<file path="config.mk">
export PLATFORM = sky130hd
export DESIGN_NAME = hp_tracker
export DESIGN_NICKNAME = d
export VERILOG_FILES = /design/src/rtl/game_pkg.sv /design/src/rtl/inv_timer.sv /design/src/rtl/hp_tracker.sv
export SDC_FILE = /design/constraint.sdc
export NUM_CORES = 1
export LEC_CHECK = 0
export CORE_ASPECT_RATIO = 1.75
export CORE_MARGIN = 1.5
export CORE_UTILIZATION = 39
export CTS_CLUSTER_SIZE = 30
export DETAILED_ROUTE_END_ITERATION = 8
export GPL_TIMING_DRIVEN = 1
export PLACE_DENSITY = 0.7
export SLEW_MARGIN = 20
export SYNTH_ARGS = -nofsm -noshare
export SYNTH_HDL_FRONTEND = slang
export SYNTH_HIERARCHICAL = 1
export SYNTH_SLANG_ARGS = --single-unit
</file>
<file path="constraint.sdc">
create_clock -name clk_22 -period 4 [get_ports clk_22]
set_clock_uncertainty 0.05 [all_clocks]
set_input_delay 1 -clock clk_22 [delete_from_list [all_inputs] [get_ports clk_22]]
set_output_delay 1 -clock clk_22 [all_outputs]
set_load 0.02 [all_outputs]
</file>
<file path="src/rtl/game_pkg.sv">
// Shared game constants: scene encodings, counter widths, session start
// values and the hp_tracker FSM state codes.
package game_pkg;

    // Scene encodings produced by the scene FSM
    localparam logic [1:0] SC_OPEN = 2'b00;
    localparam logic [1:0] SC_GAME = 2'b01;
    localparam logic [1:0] SC_WIN  = 2'b10;
    localparam logic [1:0] SC_LOSE = 2'b11;

    // Counter widths
    localparam int HP_W   = 10;
    localparam int LIFE_W = 2;
    localparam int INV_W  = 6;

    // Session start values and invulnerability length (~2 s of clk_22)
    localparam logic [HP_W-1:0]   BOSS_HP_INIT = 10'd500;
    localparam logic [LIFE_W-1:0] LIFE_INIT    = 2'd3;
    localparam logic [INV_W-1:0]  INV_TICKS    = 6'd48;

    // hp_tracker FSM state codes
    localparam logic [1:0] ST_IDLE   = 2'd0;
    localparam logic [1:0] ST_PLAY   = 2'd1;
    localparam logic [1:0] ST_INVULN = 2'd2;
    localparam logic [1:0] ST_DONE   = 2'd3;

    typedef logic [HP_W-1:0]   hp_t;
    typedef logic [LIFE_W-1:0] life_t;

endpackage

</file>
<file path="src/rtl/inv_timer.sv">
// Loadable down-counter that times post-hit player invulnerability.
// 'load' captures 'ticks', 'start' raises 'busy'; busy stays high for exactly
// 'ticks' cycles. 'expire' flags the last busy cycle so the owner can leave
// its invulnerable state on the same edge that busy drops.
module inv_timer #(
    parameter int W = 6
) (
    input  logic         clk_22,
    input  logic         rst_n,
    input  logic         clear,
    input  logic         load,
    input  logic         start,
    input  logic [W-1:0] ticks,
    output logic         busy,
    output logic         expire,
    output logic [W-1:0] count
);

    // Count down while busy; clear/reset win over load and start
    always_ff @(posedge clk_22) begin
        if (!rst_n || clear) begin
            count <= '0;
            busy  <= 1'b0;
        end else begin
            if (load) begin
                count <= ticks;
            end else if (busy && count != W'(1)) begin
                count <= count - W'(1);
            end else if (busy) begin
                count <= '0;
            end

            if (start) begin
                busy <= 1'b1;
            end else if (busy && count == W'(1)) begin
                busy <= 1'b0;
            end
        end
    end

    // Last invulnerable cycle: counter reads 1
    assign expire = busy && (count == W'(1));

endmodule

</file>
<file path="src/rtl/hp_tracker.sv">
// Boss hit-point and player life counters for one play session.
// Inputs boss_hit / player_hit are single-cycle pulses with no handshake:
// a pulse is consumed on the edge it is sampled, there is no valid/ready
// back-pressure, and a pulse arriving while hits are ignored is dropped.
// state_dbg exposes the FSM state for checkers.
module hp_tracker
    import game_pkg::*;
(
    input  logic        clk_22,
    input  logic        rst_n,
    input  logic        gamestart,
    input  logic [1:0]  scene,
    input  logic        boss_hit,
    input  logic [3:0]  boss_dmg,
    input  logic        player_hit,
    output logic [9:0]  bosshp,
    output logic [1:0]  life,
    output logic        invincible,
    output logic        hit_flash,
    output logic [1:0]  state_dbg
);

    logic [1:0]       state;
    logic [HP_W-1:0]  dmg_ext;
    logic [HP_W-1:0]  hp_sub;
    logic [HP_W-1:0]  hp_next;
    logic             boss_dead;
    logic             in_game;
    logic             tmr_go;
    logic             tmr_clear;
    logic             tmr_expire;
    logic [INV_W-1:0] tmr_count;

    // Saturating boss damage and the timer control strobes
    always_comb begin
        dmg_ext   = {{(HP_W-4){1'b0}}, boss_dmg};
        hp_sub    = (bosshp > dmg_ext) ? (bosshp - dmg_ext) : '0;
        hp_next   = boss_hit ? hp_sub : bosshp;
        boss_dead = (hp_next == '0);
        in_game   = (scene == SC_GAME);
        // Start invulnerability only when the hit leaves the game running
        tmr_go    = (state == ST_PLAY) && in_game && player_hit &&
                    (life > LIFE_W'(1)) && !boss_dead;
        tmr_clear = gamestart ||
                    ((state == ST_INVULN) && (!in_game || boss_dead));
    end

    inv_timer #(.W(INV_W)) u_inv_timer (
        .clk_22 (clk_22),
        .rst_n  (rst_n),
        .clear  (tmr_clear),
        .load   (tmr_go),
        .start  (tmr_go),
        .ticks  (INV_TICKS),
        .busy   (invincible),
        .expire (tmr_expire),
        .count  (tmr_count)
    );

    // Session FSM with counters; gamestart reload beats every hit input
    always_ff @(posedge clk_22) begin
        if (!rst_n) begin
            state     <= ST_IDLE;
            bosshp    <= BOSS_HP_INIT;
            life      <= LIFE_INIT;
            hit_flash <= 1'b0;
        end else if (gamestart) begin
            state     <= ST_IDLE;
            bosshp    <= BOSS_HP_INIT;
            life      <= LIFE_INIT;
            hit_flash <= 1'b0;
        end else begin
            hit_flash <= 1'b0;
            case (state)
                ST_IDLE: begin
                    if (in_game) begin
                        state <= ST_PLAY;
                    end
                end
                ST_PLAY: begin
                    if (!in_game) begin
                        state <= ST_DONE;
                    end else begin
                        bosshp <= hp_next;
                        if (player_hit && life != '0) begin
                            life      <= life - LIFE_W'(1);
                            hit_flash <= 1'b1;
                        end
                        // A boss kill in the same cycle still counts as a win
                        if (boss_dead || (player_hit && life <= LIFE_W'(1))) begin
                            state <= ST_DONE;
                        end else if (player_hit) begin
                            state <= ST_INVULN;
                        end
                    end
                end
                ST_INVULN: begin
                    if (!in_game) begin
                        state <= ST_DONE;
                    end else begin
                        bosshp <= hp_next;
                        if (boss_dead) begin
                            state <= ST_DONE;
                        end else if (tmr_expire) begin
                            state <= ST_PLAY;
                        end
                    end
                end
                default: begin
                    state <= ST_DONE;
                end
            endcase
        end
    end

    assign state_dbg = state;

    // The counter value is internal to the timer; only busy/expire matter here
    logic unused_ok;
    assign unused_ok = ^tmr_count;

endmodule

</file>
==> results_dict.tcl <==
set metrics [dict create \
    critPathSlowestCell "clkdlybuf4s50_1" \
    routabilityCongestion 0.8649 \
    htree_levels 1 \
    drv_cap 0 \
    crit_fanout 8 \
    end_kind "register" \
    utilization_pct 53.65 \
    synth-edff-count 0 \
    fin_nets 267 \
    diodes 0 \
    fmax_mhz 267.1 \
    relSlewSlack_pct 55.70 \
    layout_commonest_cell "clkdlybuf4s50_1" \
    dp.cells 286 \
    drt-initial-drc-count 48 \
    post_cts_buffers 0 \
    rsz0062_at_grt "no" \
    synthDistinctLibCells 57 \
    rows 30 \
    syn_inst 202 \
    synth_seq_area_share_pct 27.44 \
    slowest_delay_ns 0.46 \
    drive_above_1_share_pct 12.81 \
    arrival_ns 3.89 \
    die_width_um 51.50 \
    grt_max_degree 14 \
    setup_viol 0 \
    die_y_um 87.87 \
    syn_area_um2 1605 \
    cts_buffers 3 \
    grt_pass1_vias 1494 \
    hold_end "bosshp[9]$_SDFFE_PP0P_" \
    die_area_um2 4525 \
    vias_per_cell 5.428 \
    first_pass_iters 4 \
    root_buffer "clkbuf_8" \
    dp_hpwl_um 3124 \
    reg2reg_from "bosshp[0]$_SDFFE_PP0P_" \
    fin_crit_ns 3.745 \
    fillerInstances 401 \
    r2r_end "u_inv_timer/count[5]$_SDFFE_PP0P_" \
    cts.path.max_buffers 2 \
    hp-start "bosshp[9]$_SDFFE_PP0P_" \
    cp_cell_sequence "clkdlybuf4s50_1 -> ha_1 -> inv_1 -> fa_1 -> a21o_1 -> a21oi_4 -> o22a_1 -> o22a_1 -> o311ai_2 -> and2_1 -> nor3_1 -> clkinv_1 -> buf_4 -> a31oi_1" \
    worstSetupStartpointType "input port" \
    critical_path_class "in -> reg" \
    async_reset_ff_share_pct 0 \
    layout_common_cells "clkdlybuf4s50_1, dfxtp_1, inv_1, nand2_1, a21oi_1" \
    grt_antenna_before_repair 0 \
    synth_flop_cell "dfxtp_1" \
    hold-path-cell-count 2 \
    crit_top_cell "o22a_1" \
    drc 0 \
    hold_buffers 0 \
    leakagePower_uw 0.0008439 \
    wl_per_cell_um 13.69 \
    finalHoldViolations 0 \
    ios 27 \
    crit_buf_inv 4 \
    fin_crit_sh_pct 93.61 \
    crit_required_ns 4.14 \
    worst-r2r-setup-slack_ns 1.05 \
    critical-path-top-delay-family "buffers and inverters" \
    min_path_type "reg -> reg" \
    cts_sinks 22 \
    gr-total-overflow 0 \
    final_cells 290 \
    peakVddDrop_v 0.0002837 \
    grt_use_total_pct 18.55 \
    initial_core_util_pct 41.12 \
    clkTransAtPathRegs_ns 0.08 \
    rr_worst_depth 14 \
    syn_to_final_growth_pct 30.48 \
    yosys_warnings 6 \
    cts_tree "built" \
    syn_area_per_cell_um2 7.947 \
    coreArea_um2 3904 \
    grt_pass1_wl_um 6520 \
    cellPowerDensity_nw_per_um2 251.5 \
    tightest_slew_ns 0.6632 \
    vias 1574 \
    clk_latency_ns 0.26 \
    finalMaxSlewViolations 0 \
    drt_wl_total_um 3970 \
    status "completed" \
    postRouteAntennaNets 0 \
    numPortBuffers 26 \
    synth_seq_cells 22 \
]
## cell type report
type                       count  area [um^2]  area share, %
clock buffer                   3        41.29          1.971
timing repair buffer          37        342.8          16.37
sequential                    22        440.4          21.03
multi-input combinational    161         1112          53.11
clock inverter                 1        30.03          1.434
inverter                      18        67.56          3.226
tap                           48        60.06          2.867
## report_power, final
| group | switching, uW | total [uW] | internal (uW) |
|---|---|---|---|
| Sequential | 3.06 | 224 | 221 |
| Combinational | 49.3 | 93.9 | 44.6 |
| Clock | 75.0 | 209 | 134 |
| Total | 127 | 527 | 399 |
## metrics by stage
stage / instance area (um^2) / setup TNS, ns / total power [uW] / setup slack (ns) / hold slack, ns
finish: 2095 / 0 / 526.7 / 0.2555 / 0.4404
CTS: 2067 / 0 / 532.8 / 0.1628 / 0.4432
global placement: 1996 / 0 / 319.8 / 0.01863 / 0.4193
floorplan: 1620 / 0 / 287.1 / 0.3285 / 0.4362
global route: 2095 / 0 / 556.1 / 0.04242 / 0.4630
detailed placement: 1996 / -0.1157 / 320.4 / -0.08783 / 0.4306
## what timing repair did
item	CTS	global route
resized for setup	0	4
endpoints found under the hold margin	0	0
endpoints found under the setup margin	0	1
## worst register-to-register path: stages, from the launching register on
cell	delay, ns
dfxtp_1	0.34
inv_1	0.07
ha_1	0.15
inv_1	0.05
fa_1	0.37
a21o_1	0.19
a21oi_4	0.16
o22a_1	0.15
o22a_1	0.16
o311ai_2	0.12
and2_1	0.22
nor3_1	0.26
clkinv_1	0.25
buf_4	0.20
a31oi_1	0.12
## how the worst max path moves through the flow
stage | start | endpoint | cells past startpoint
floorplan | boss_dmg[0] | u_inv_timer/count[1]$_SDFFE_PP0P_ | 12
global placement | boss_dmg[0] | u_inv_timer/count[2]$_SDFFE_PP0P_ | 16
detailed placement | boss_dmg[0] | u_inv_timer/count[2]$_SDFFE_PP0P_ | 16
CTS | boss_dmg[0] | u_inv_timer/count[2]$_SDFFE_PP0P_ | 16
global route | boss_dmg[2] | u_inv_timer/count[5]$_SDFFE_PP0P_ | 14
finish | boss_dmg[0] | u_inv_timer/count[5]$_SDFFE_PP0P_ | 14
## cells in the mapped netlist (all sizes together) (2+ instances only)
master	n	area share, %
o22a	2	1.1
o221ai	2	1.1
nor3	8	3.5
or2	2	0.94
nand3	11	3.4
o22ai	3	1.2
a211oi	2	1.2
nor2b	6	2.3
nor3b	2	0.94
a31oi	3	1.2
a21oi	16	5.7
nor2	12	2.8
dfxtp	22	27
nand2	17	4.0
and2	2	0.78
conb	2	0.47
o311ai	2	1.1
and3	3	1.2
inv	17	4.0
nor4	5	2.3
clkbuf	4	1.2
ha	12	9.4
o211ai	2	0.94
nand2b	5	1.9
or4	2	1.2
a21o	3	1.4
nand4	4	1.6
xnor2	4	2.2
o21ai	10	3.4
## routing by layer
metal  global-route usage [%]  vias up  share of wire (%)
met4                    5.742        0                1.4
met5                        0        -                  0
met2                    35.66       40                 55
met1                    20.63      724                 40
met3                    1.877        6                2.9
li1                         -      804                  -
## cell families after synthesis
group           count (synthesis)  share of synthesized area (%)
simple gates                   83                          29.38
compound gates                 52                          22.14
buf+inv                        23                          5.924
flops                          22                          27.44
fa+ha+maj                      13                          10.60
xor+xnor                        5                          2.728
other cells                     2                         0.4678
mux                             2                          1.325
## registers in the layout, indices dropped and copies added (netlist names)
name,flops
life,2
hit_flash,1
bosshp,10
u_inv_timer/count,6
state_dbg,2
u_inv_timer/busy,1
No activity file was read; power rests on OpenSTA's default activity.
